[src/rtl/ard_bus_bridge.sv]
// Bus bridge between a CPU word interface and a narrow Arduino strobe/ack bus.
// Words are serialised least-significant beat first over a 4-phase handshake.
module ard_bus_bridge #(
  parameter int unsigned WORD_W  = 16,
  parameter int unsigned BUS_W   = 8,
  parameter int unsigned NUM_CH  = 3,
  parameter int unsigned TIMEOUT = 1024,
  localparam int unsigned BEATS  = WORD_W / BUS_W,
  localparam int unsigned CH_W   = (NUM_CH > 1) ? $clog2(NUM_CH) : 1
) (
  input  logic              clk,
  input  logic              rst_n,
  input  logic              tx_valid,
  output logic              tx_ready,
  input  logic [WORD_W-1:0] tx_data,
  input  logic [CH_W-1:0]   tx_ch,
  input  logic              rx_req,
  input  logic [CH_W-1:0]   rx_ch,
  output logic              rx_valid,
  output logic [WORD_W-1:0] rx_data,
  output logic              err,
  output logic [BUS_W-1:0]  out_bus,
  output logic              out_strobe,
  output logic [NUM_CH-1:0] ch_sel,
  input  logic              ard_receive_ready,
  input  logic [BUS_W-1:0]  in_bus,
  input  logic              ard_data_ready,
  output logic              in_ack
);

  localparam int unsigned BW = (BEATS > 1) ? $clog2(BEATS) : 1;
  localparam int unsigned SW = (TIMEOUT > 1) ? $clog2(TIMEOUT) : 1;
  localparam logic [BW-1:0]   LAST_BEAT = BW'(BEATS - 1);
  localparam logic [SW-1:0]   STALL_MAX = SW'((TIMEOUT > 0) ? TIMEOUT - 1 : 0);
  localparam logic [CH_W:0]   CH_LIMIT  = (CH_W + 1)'(NUM_CH);
  localparam logic [NUM_CH-1:0] CH_ONE  = NUM_CH'(1);

  typedef enum logic [2:0] {
    IDLE,
    TX_DRIVE,
    TX_RELEASE,
    RX_WAIT,
    RX_RELEASE
  } state_e;

  state_e            state_q, state_d;
  logic [BW-1:0]     beat_q, beat_d;
  logic [CH_W-1:0]   ch_q, ch_d;
  logic [WORD_W-1:0] tx_word_q, tx_word_d;
  logic [WORD_W-1:0] rx_buf_q, rx_buf_d;
  logic [WORD_W-1:0] rx_data_q, rx_data_d;
  logic              rx_valid_q, rx_valid_d;
  logic              err_q, err_d;
  logic [SW-1:0]     stall_q, stall_d;
  logic              ready_en_q;
  logic              rr_meta_q, rr_sync_q;
  logic              dr_meta_q, dr_sync_q;

  always_ff @(posedge clk or negedge rst_n) begin
    if (!rst_n) begin
      state_q    <= IDLE;
      beat_q     <= '0;
      ch_q       <= '0;
      tx_word_q  <= '0;
      rx_buf_q   <= '0;
      rx_data_q  <= '0;
      rx_valid_q <= 1'b0;
      err_q      <= 1'b0;
      stall_q    <= '0;
      ready_en_q <= 1'b0;
      rr_meta_q  <= 1'b0;
      rr_sync_q  <= 1'b0;
      dr_meta_q  <= 1'b0;
      dr_sync_q  <= 1'b0;
    end else begin
      state_q    <= state_d;
      beat_q     <= beat_d;
      ch_q       <= ch_d;
      tx_word_q  <= tx_word_d;
      rx_buf_q   <= rx_buf_d;
      rx_data_q  <= rx_data_d;
      rx_valid_q <= rx_valid_d;
      err_q      <= err_d;
      stall_q    <= stall_d;
      ready_en_q <= 1'b1;
      rr_meta_q  <= ard_receive_ready;
      rr_sync_q  <= rr_meta_q;
      dr_meta_q  <= ard_data_ready;
      dr_sync_q  <= dr_meta_q;
    end
  end

  always_comb begin
    state_d    = state_q;
    beat_d     = beat_q;
    ch_d       = ch_q;
    tx_word_d  = tx_word_q;
    rx_buf_d   = rx_buf_q;
    rx_data_d  = rx_data_q;
    rx_valid_d = 1'b0;
    err_d      = err_q;
    stall_d    = '0;

    case (state_q)
      IDLE: begin
        beat_d = '0;
        // Write has priority; a held rx_req is picked up once we are back here.
        if (tx_valid && tx_ready) begin
          if ({1'b0, tx_ch} >= CH_LIMIT) begin
            err_d = 1'b1;
          end else begin
            tx_word_d = tx_data;
            ch_d      = tx_ch;
            err_d     = 1'b0;
            state_d   = TX_DRIVE;
          end
        end else if (rx_req && ready_en_q) begin
          if ({1'b0, rx_ch} >= CH_LIMIT) begin
            err_d = 1'b1;
          end else begin
            ch_d    = rx_ch;
            err_d   = 1'b0;
            state_d = RX_WAIT;
          end
        end
      end
      TX_DRIVE: begin
        if (rr_sync_q) state_d = TX_RELEASE;
      end
      TX_RELEASE: begin
        if (!rr_sync_q) begin
          if (beat_q == LAST_BEAT) begin
            beat_d  = '0;
            state_d = IDLE;
          end else begin
            beat_d  = beat_q + 1'b1;
            state_d = TX_DRIVE;
          end
        end
      end
      RX_WAIT: begin
        if (dr_sync_q) begin
          rx_buf_d[beat_q*BUS_W +: BUS_W] = in_bus;
          state_d = RX_RELEASE;
        end
      end
      RX_RELEASE: begin
        if (!dr_sync_q) begin
          if (beat_q == LAST_BEAT) begin
            rx_data_d  = rx_buf_q;
            rx_valid_d = 1'b1;
            beat_d     = '0;
            state_d    = IDLE;
          end else begin
            beat_d  = beat_q + 1'b1;
            state_d = RX_WAIT;
          end
        end
      end
      default: state_d = IDLE;
    endcase

    // Any state change is progress; only a full stall window aborts.
    if (state_q != IDLE && state_d == state_q) begin
      if (TIMEOUT != 0 && stall_q == STALL_MAX) begin
        state_d = IDLE;
        beat_d  = '0;
        err_d   = 1'b1;
      end else begin
        stall_d = stall_q + 1'b1;
      end
    end
  end

  always_comb begin
    tx_ready   = (state_q == IDLE) && ready_en_q;
    out_strobe = (state_q == TX_DRIVE);
    in_ack     = (state_q == RX_RELEASE);
    out_bus    = '0;
    if (state_q == TX_DRIVE || state_q == TX_RELEASE)
      out_bus = tx_word_q[beat_q*BUS_W +: BUS_W];
    ch_sel = '0;
    if (state_q != IDLE)
      ch_sel = CH_ONE << ch_q;
    rx_valid = rx_valid_q;
    rx_data  = rx_data_q;
    err      = err_q;
  end

endmodule

[config.mk]
export PLATFORM = sky130hd
export DESIGN_NAME = ard_bus_bridge
export DESIGN_NICKNAME = d
export VERILOG_FILES = /design/src/rtl/ard_bus_bridge.sv
export SDC_FILE = /design/constraint.sdc
export NUM_CORES = 1
export LEC_CHECK = 0
export ABC_AREA = 1
export CORE_ASPECT_RATIO = 1.4
export CORE_MARGIN = 4
export CORE_UTILIZATION = 52
export CTS_CLUSTER_SIZE = 8
export DETAILED_ROUTE_END_ITERATION = 7
export PLACE_DENSITY = 0.8
export SLEW_MARGIN = 20
export SYNTH_ARGS = -nofsm -noshare
export SYNTH_HDL_FRONTEND = slang
export SYNTH_SLANG_ARGS = --single-unit
[constraint.sdc]
create_clock -name clk -period 2.2 [get_ports clk]
set_input_delay 0.33 -clock clk [delete_from_list [all_inputs] [get_ports clk]]
set_output_delay 0.33 -clock clk [all_outputs]
set_load 0.02 [all_outputs]
==> reports/qor.txt <==
Final Critical Period = 2.094 ns
Mapped Area = 3417 um^2
Final GP Congestion = 0.8737
Synth Area in Simple Gates = 24.06%
Max clock buf depth = 2
Post-CTS Setup Inserts = 0
Critical-path top delay cell = clkdlybuf4s50_1
Clk slew on worst S/H paths = 0.08 ns
CTS buffer count = 9
Total track usage = 20.28%
# clock sinks = 71
CTS tree = done
Count of different cell masters after synthesis = 36
Grt ovf = 0
Total iterations of the first detailed-routing run = 5
Worst hold margin = 0.3557 ns
Leading cell types by total area after synthesis = dfrtp_1 (52%), nand2_1 (11%), mux2_2 (7.6%)
Required time worst endpoint = 1.87 ns
CP startpoint = state_q[2]
Layout fillers = 467
Area occupied by multi-input gates = 1419 um^2
Sequential area share after synthesis = 52.00%
Post-Synth Adder-Cell Area = 0.7323%
Core area = 6296 um^2
Worst path arrival time = 1.76 ns
Register area = 1777 um^2
Die Height = 103.9 um
Primary FF master, synth = dfrtp_1
Root Driver = clkbuf_8
Reg2reg path depth = 10
Total power = 0.005754 W
Peak Freq = 477.5 MHz
Reg-to-reg startpoint = stall_q[0]
Largest stage delay, worst path = 0.60 ns
Lkg Pwr = 2.168 nW
Ratio of cells with drive above 1 in the final layout = 19.59%
Die ar. = 7951 um^2
Rel. slew slack = 65.23%
Vias = 2662
First-pass GRT wire length = 12.81 mm
Critical path class = reg2out
Switching Fraction = 40.49%
Worst hold stages = 0
Vias in the first global route = 2814
Fin Setup TNS = 0 ns
Synth Area in XOR/XNOR = 0.7689%
Ant diodes = 0
Critical R2R Capture = beat_q
# DRC = 0
Net load switching power = 0.002330 W
Clk_skew = 0.01185 ns
# setup viols final = 0
Worst Hold End = dr_sync_q
Largest family of logic cells by synthesized area = simple AND/OR/NAND/NOR gates
Commonest non-fill, non-tap cell in the layout = nand2_1
Max-slew violations = 0
Ys Warns = 0
Antenna Violating Nets Remaining = 0
Clk network pwr share = 17.3%
Post-synth EDFFs = 0
Port bufs = 65
Unrepaired setup endpoints after global routing = no
Layout area overhead = 27.72%
Reg power frac = 36.8%
Synth Register Bits = 71
Int Pwr = 0.003425 W
Maxcap violations = 0
HP Start = dr_meta_q
Post-DP Area = 4177 um^2
DIE WIDTH = 76.51 um
Ports = 66
Status = completed
Startpoint types = flop
Initial Util = 54.27%
Dpl cells = 494
Critical-path maximum fanout = 5
Fin crit share = 95.20%
CP endpoint kind = output port
Mux cell area share after synthesis = 10.55%
Worst Tran Pin Value = 0.5202 ns
Logic pwr share = 45.9%
Initial DRC count = 107
Final nets = 470
Area leader, netlist = dfrtp_1
Post-Syn Instances = 356
Layout Cells excl Fill = 511
Share of the synthesized area in the top cell type = 52.00%
Ys async rst share = 100.0%
Fin area = 4364 um^2
WL/cell = 14.40 um
Reg-to-reg slack, setup = 0.27 ns
Largest net degree at the start of global routing = 58
Final WL = 7.360 mm
DP HPWL = 5.540 mm
Crit path cell chain = nor2_2, nand2_1, inv_1, clkdlybuf4s50_1
Worst min path class = reg2reg
Commonest non-fill, non-tap cells in the layout = nand2_1 (100), dfrtp_1 (71), clkdlybuf4s50_1 (51)
Avg Cell Area, Syn = 9.598 um^2
Via density = 5.209
Clock latency on the worst-skew pair = 0.35 ns
Initial antenna violation count = 0
Final hold violations = 0
PwrDens = 1319 nW/um^2
Synth Net Count = 392
Peak VDD IR = 0.8088 mV
Compound-gate portion of the synthesized area = 5.236%
CTS H-tree lvls = 3
FP Rows = 34
==> cells by family (layout without fill, tap and decap cells) <==
logic type | Yosys count | count (layout)
xor+xnor | 3 | 3
other cells | 1 | 1
fa+ha+maj | 2 | 2
compound gates | 31 | 31
simple gates | 165 | 165
buf+inv | 51 | 134
flops | 71 | 71
mux | 32 | 32
==> Yosys cell counts, types with 4 or more instances <==
library cell  count
nand4_1           4
o21ai_0          23
nand2_2           7
mux2_1            9
nand2_1         101
nor3_1            4
nand3_1          16
dfrtp_1          71
inv_1            36
nor2_1           10
nor2_4           11
inv_2             7
mux2_2           23
==> power by group through the flow <==
| stage | registers (W) | logic, W | clock network, W |
|---|---|---|---|
| final | 0.00212 | 0.00264 | 0.000998 |
| after detailed placement | 0.00214 | 0.00273 | 0 |
| after global routing | 0.00219 | 0.00291 | 0.00107 |
| after global placement | 0.00211 | 0.00266 | 0 |
| after floorplan | 0.00226 | 0.00158 | 0 |
| after CTS | 0.00212 | 0.00267 | 0.00101 |
==> worst max-delay path, delay by kind of cell, from the launching register on <==
kind                   cells  cell delay (ns)
buffers and inverters      2             0.67
DFF                        1             0.45
and+or+nand+nor            2             0.29
==> final cells by class <==
cell class | instances | area share (%)
clock buffer | 11 | 3.469
clock inverter | 5 | 0.9174
inverter | 45 | 3.899
multi-input combinational | 234 | 32.51
sequential | 71 | 40.71
tap | 72 | 2.064
timing repair buffer | 73 | 16.43
==> sequential cells by signal (all words and copies together) (netlist names) <==
| signal | flops |
|---|---|
| state_q | 3 |
| err | 1 |
| ch_q | 2 |
| dr_meta_q | 1 |
| rr_sync_q | 1 |
| rx_buf_q | 16 |
| dr_sync_q | 1 |
| rr_meta_q | 1 |
| rx_valid | 1 |
| rx_data | 16 |
| ready_en_q | 1 |
| beat_q | 1 |
| tx_word_q | 16 |
| stall_q | 10 |
==> worst max-delay path by stage <==
| stage | slack (ns) | end | depth (start not counted) |
|---|---|---|---|
| 2_1_floorplan | 0.62 | beat_q | 10 |
| 5_1_grt | 0.003 | out_bus[7] | 6 |
| 3_3_place_gp | 0.19 | out_bus[7] | 6 |
| 4_1_cts | 0.10 | out_strobe | 4 |
| 3_5_place_dp | 0.14 | out_bus[7] | 6 |
| 6_report | 0.11 | out_strobe | 4 |
==> per-stage QoR <==
step                utilization (%)  setup slack (ns)
detailed placement            66.34            0.1415
global route                  69.32          0.003160
CTS                           69.32            0.1030
floorplan                         -            0.6175
global placement              66.34            0.1946
finish                        69.32            0.1057
==> layer usage <==
metal	share of wire [%]	global-route usage (%)	wire, um
met5	0	0	0
met4	3.3	9.585	246
met3	4.6	5.546	342
met2	54	36.42	3974
met1	38	21.81	2795
==> repair_timing <==
action | CTS | global route
resized for setup | 14 | 0
hold buffers | 1 | 0
endpoints found under the hold margin | 14 | 0
setup endpoints to repair | 13 | 0
Power figures use the tool's default switching activity.
